===== src/rtl/uart_tx_frame.sv =====
`default_nettype none
// ============================================================================
// Module      : uart_tx_frame
// Description : UART transmit framing stage. On an accepted send request it
//               captures the data word, the precomputed parity bit and the
//               frame shape. It then emits start, data (LSB first), optional
//               parity and one or two stop bits, one bit per baud_tick.
// Revision    : 1.0 - initial release
// ============================================================================
module uart_tx_frame #(
  parameter int DATA_WIDTH = 8
) (
  input  logic                  clk,
  input  logic                  reset,
  input  logic                  baud_tick,
  input  logic                  send,
  input  logic [DATA_WIDTH-1:0] data_in,
  input  logic                  parity_bit,
  input  logic [1:0]            parity_type,
  input  logic                  stop_bits,
  output logic                  tx,
  output logic                  busy,
  output logic                  done
);

  // Bit counter wide enough to index every data bit (at least one bit wide).
  localparam int CNT_W = (DATA_WIDTH > 1) ? $clog2(DATA_WIDTH) : 1;
  localparam logic [CNT_W-1:0] c_BIT_LAST = CNT_W'(DATA_WIDTH - 1);

  typedef enum logic [2:0] {
    ST_IDLE   = 3'd0,
    ST_START  = 3'd1,
    ST_DATA   = 3'd2,
    ST_PARITY = 3'd3,
    ST_STOP   = 3'd4
  } state_t;

  state_t                r_state;
  logic [DATA_WIDTH-1:0] r_data;
  logic                  r_par_bit;
  logic                  r_par_en;
  logic [1:0]            r_stop_n;
  logic [CNT_W-1:0]      r_bit_cnt;
  logic [1:0]            r_stop_cnt;
  logic                  r_tx;
  logic                  r_busy;
  logic                  r_done;

  // Frame sequencer: the state, shadow registers, counters and all outputs
  // are registered here. Outside IDLE, nothing moves except on a baud_tick.
  always_ff @(posedge clk) begin
    if (reset) begin
      r_state    <= ST_IDLE;
      r_data     <= '0;
      r_par_bit  <= 1'b0;
      r_par_en   <= 1'b0;
      r_stop_n   <= 2'd0;
      r_bit_cnt  <= '0;
      r_stop_cnt <= 2'd0;
      r_tx       <= 1'b1;
      r_busy     <= 1'b0;
      r_done     <= 1'b0;
    end else begin
      // done is a single-cycle pulse; only the completion tick raises it.
      r_done <= 1'b0;
      case (r_state)
        ST_IDLE: begin
          r_tx   <= 1'b1;
          r_busy <= 1'b0;
          // Acceptance ignores any coincident baud_tick; the start bit waits
          // for the first tick strictly after this cycle.
          if (send) begin
            r_data    <= data_in;
            r_par_bit <= parity_bit;
            r_par_en  <= (parity_type == 2'b01) || (parity_type == 2'b10);
            r_stop_n  <= stop_bits ? 2'd2 : 2'd1;
            r_busy    <= 1'b1;
            r_state   <= ST_START;
          end
        end

        ST_START: begin
          if (baud_tick) begin
            r_tx      <= 1'b0;
            r_bit_cnt <= '0;
            r_state   <= ST_DATA;
          end
        end

        ST_DATA: begin
          if (baud_tick) begin
            r_tx <= r_data[r_bit_cnt];
            if (r_bit_cnt == c_BIT_LAST) begin
              r_stop_cnt <= 2'd0;
              r_state    <= r_par_en ? ST_PARITY : ST_STOP;
            end else begin
              r_bit_cnt <= r_bit_cnt + 1'b1;
            end
          end
        end

        ST_PARITY: begin
          if (baud_tick) begin
            r_tx    <= r_par_bit;
            r_state <= ST_STOP;
          end
        end

        ST_STOP: begin
          // Each tick either starts another stop period or, once all stop
          // periods have run, closes the frame.
          if (baud_tick) begin
            r_tx <= 1'b1;
            if (r_stop_cnt == r_stop_n) begin
              r_busy  <= 1'b0;
              r_done  <= 1'b1;
              r_state <= ST_IDLE;
            end else begin
              r_stop_cnt <= r_stop_cnt + 1'b1;
            end
          end
        end

        default: begin
          r_tx    <= 1'b1;
          r_busy  <= 1'b0;
          r_state <= ST_IDLE;
        end
      endcase
    end
  end

  assign tx   = r_tx;
  assign busy = r_busy;
  assign done = r_done;

endmodule
`default_nettype wire


===== config.mk =====
export PLATFORM = sky130hd
export DESIGN_NAME = uart_tx_frame
export DESIGN_NICKNAME = d
export VERILOG_FILES = /design/src/rtl/uart_tx_frame.sv
export SDC_FILE = /design/constraint.sdc
export NUM_CORES = 1
export LEC_CHECK = 0
export ABC_AREA = 1
export BUFFER_PORTS_ARGS = -buffer_cell sky130_fd_sc_hd__buf_2
export CAP_MARGIN = 20
export CORE_MARGIN = 4
export CORE_UTILIZATION = 45
export DETAILED_ROUTE_END_ITERATION = 10
export GPL_TIMING_DRIVEN = 0
export PLACE_DENSITY = 0.66
export SYNTH_ARGS = -nofsm -noshare
export SYNTH_HDL_FRONTEND = slang
export SYNTH_SLANG_ARGS = --single-unit

===== constraint.sdc =====
create_clock -name clk -period 4.42 [get_ports clk]
set_clock_uncertainty 0.05 [all_clocks]
set_input_delay 0.221 -clock clk [delete_from_list [all_inputs] [get_ports clk]]
set_output_delay 0.221 -clock clk [all_outputs]
set_load 0.1 [all_outputs]

==> flow_summary.yaml <==
outcome:
  status: "completed"
hold_path:
  hp-class: "in -> reg"
clock_tree:
  htreeDepth: 1
  post_cts_resized: 0
  cts_tree: "built"
  cts_sinks: 23
  cts_setup_buffers: 0
  cts.clk_slew.worst_paths_ns: 0.13
  clkLatencyLatePin_ns: 0.30
  ctsHoldBuffers: 0
  cts_root_buf: "clkbuf_4"
  cts_buffers: 3
  cts_max_path_buffers: 2
pwr:
  pwr-share-comb: 0.495
  max-vdd-ir-drop_mv: 0.286
  power_frac_seq: 0.387
  p_switching_uw: 371
  p_clk_frac: 0.118
  p_total_uw: 815
  leakage_nw: 0.622
  intPower_uw: 444
  power-per-cell-area_nw_per_um2: 613
  switching_share: 0.455
global_route:
  gr-total-overflow: 0
  antenna_found_initial: 0
  grt_max_degree: 13
  grt_pass1_vias: 1022
  grt_usage: 0.152
  grt_pass1_wl_um: 4150
synth:
  ys_ff_latch: 23
  ys_types: 23
  yosysSeqAreaShare: 0.390
  netlist_instances: 175
  yosys_warnings: 0
  synthesis.area_um2: 1180
  synth.top_cell.area_share: 0.390
  synth_nets: 193
  synth_area_leader_cell: "dfxtp_1"
  synth_area_leaders: "dfxtp_1 (39%), nand2_1 (13%), inv_1 (7.6%), a21oi_1 (7.2%), nor2_1 (6.4%)"
  postSynthAreaPerCell_um2: 6.74
setup_path:
  cpPeakStageDelay_ns: 0.49
  required_ns: 4.58
  critPathKind: "reg -> reg"
  crit_family: "flip-flops"
  critPathCaptureType: "flip-flop"
  start_kind: "flip-flop"
  crit_slowest_cell: "dfxtp_1"
  crit_chain: "ha_1 -> ha_1 -> inv_1 -> o21ai_0 -> nand2_2 -> nor2_4 -> nand2_1 -> nand2_1 -> nor2_1"
  path_max_fanout: 8
  cp.buffers_inverters: 1
  crit_arrival_ns: 1.82
sta:
  hold_viol_final: 0
  worstMarginPinSlew_ns: 0.485
  relSlewSlack: 0.679
  rsz0062_at_grt: "false"
  min_period_over_period: 0.375
  min_period_ns: 1.66
  fmax_mhz: 603
  drv_slew: 0
  setup_viol: 0
  finalSetupTns_ns: 0
detailed_routing:
  via_count: 1100
  antenna_left: 0
  dr.pass1.iters: 4
  drc: 0
  wl_um: 2370
  wl_per_cell_um: 10.5
  vias_per_cell: 4.87
  drtIter0Drc: 35
floorplanning:
  die_w_um: 59.2
  dieArea_um2: 3510
  ioPinCount: 19
  start_util: 0.472
  fp.coreArea_um2: 2500
  row_count: 18
  die_y_um: 59.2
placed_design:
  dp_hpwl_um: 1880
  numPortBuffers: 17
  place.gp.congestion: 0.771
final_layout:
  final_nets: 215
  layout_common_cells: "nand2_1 (42), inv_1 (24), dfxtp_1 (23), nor2_1 (20), buf_2 (19)"
  drive_gt1_frac: 0.173
  area_growth_pct: 12.6
  antenna_cells: 0
  layout_commonest_cell: "nand2_1"
job:
  cap_violations: 0
layout make-up:
cell class	instances	area, um^2
Multi-Input combinational cell	122	593
Fill cell	275	1170
Sequential cell	23	460
Tap cell	30	37.5
Buffer	5	32.5
Clock buffer	4	26.3
Inverter	25	93.8
Timing Repair Buffer	17	85.1
power groups by stage:
| stage | clock, mW | sequential (mW) | combinational (mW) |
|---|---|---|---|
| 2_1_floorplan | 0 | 0.362 | 0.285 |
| 3_3_place_gp | 0 | 0.318 | 0.394 |
| 3_5_place_dp | 0 | 0.320 | 0.406 |
| 4_1_cts | 0.100 | 0.315 | 0.407 |
| 5_1_grt | 0.105 | 0.323 | 0.468 |
| 6_report | 0.0962 | 0.315 | 0.404 |
routing by layer:
metal / vias up / share of wire / GRT usage
met3: 2 / 0.033 / 0.0196
li1: 595 / - / -
met4: 0 / 0.0063 / 0.0388
met2: 16 / 0.49 / 0.275
met5: - / 0 / 0
met1: 487 / 0.47 / 0.187
sequential cells by signal (all words and copies together), names as in the netlist:
signal and cells:
r_data 8, tx 1, done 1, r_par_en 1, busy 1, r_state 3, r_stop_n 2, r_stop_cnt 2
r_bit_cnt 3, r_par_bit 1
cells by family after synthesis:
logic type / count (synthesis) / share of synthesized area
compound gates: 35 / 0.158
xor+xnor: 2 / 0.0148
fa+ha+maj: 2 / 0.0212
buf+inv: 30 / 0.107
flops: 23 / 0.390
simple gates: 83 / 0.309
stage by stage:
step | util | cells | worst slack (ns) | instance area [um^2] | hold slack (ns)
4_1_cts | 0.532 | 226 | 2.76 | 1330 | 0.116
6_report | 0.532 | 226 | 2.76 | 1330 | 0.122
3_5_place_dp | 0.521 | 222 | 2.78 | 1300 | 0.389
5_1_grt | 0.532 | 226 | 2.61 | 1330 | 0.155
2_1_floorplan | - | 175 | 2.95 | 1180 | 0.351
3_3_place_gp | 0.521 | 222 | 2.80 | 1300 | 0.388
final timing paths:
| check | from | end | slack (ns) | cells after the start |
|---|---|---|---|---|
| setup / recovery | r_bit_cnt[0] | r_state[2] | 2.76 | 9 |
| hold / removal | stop_bits | r_stop_n[0] | 0.12 | 4 |
| setup reg to reg | r_bit_cnt[0] | r_state[2] | 2.76 | 9 |
| hold reg to reg | r_data[0] | r_data[0] | 0.41 | 2 |
synth_stat cells (all sizes together):
master   n
a211oi   1
nor4     1
clkbuf   1
nand3   10
xor2     1
o21ai   15
inv     25
nand3b   2
a31oi    1
nand2   46
buf      4
o21bai   1
xnor2    1
nor2    24
a21oi   17
dfxtp   23
ha       2
worst register-to-register path, cell delays in order, from the launching register on:
cell,delay [ns]
dfxtp_1,0.49
ha_1,0.20
ha_1,0.18
inv_1,0.04
o21ai_0,0.18
nand2_2,0.09
nor2_4,0.17
nand2_1,0.07
nand2_1,0.07
nor2_1,0.04
(Power assumes the default switching activity.)
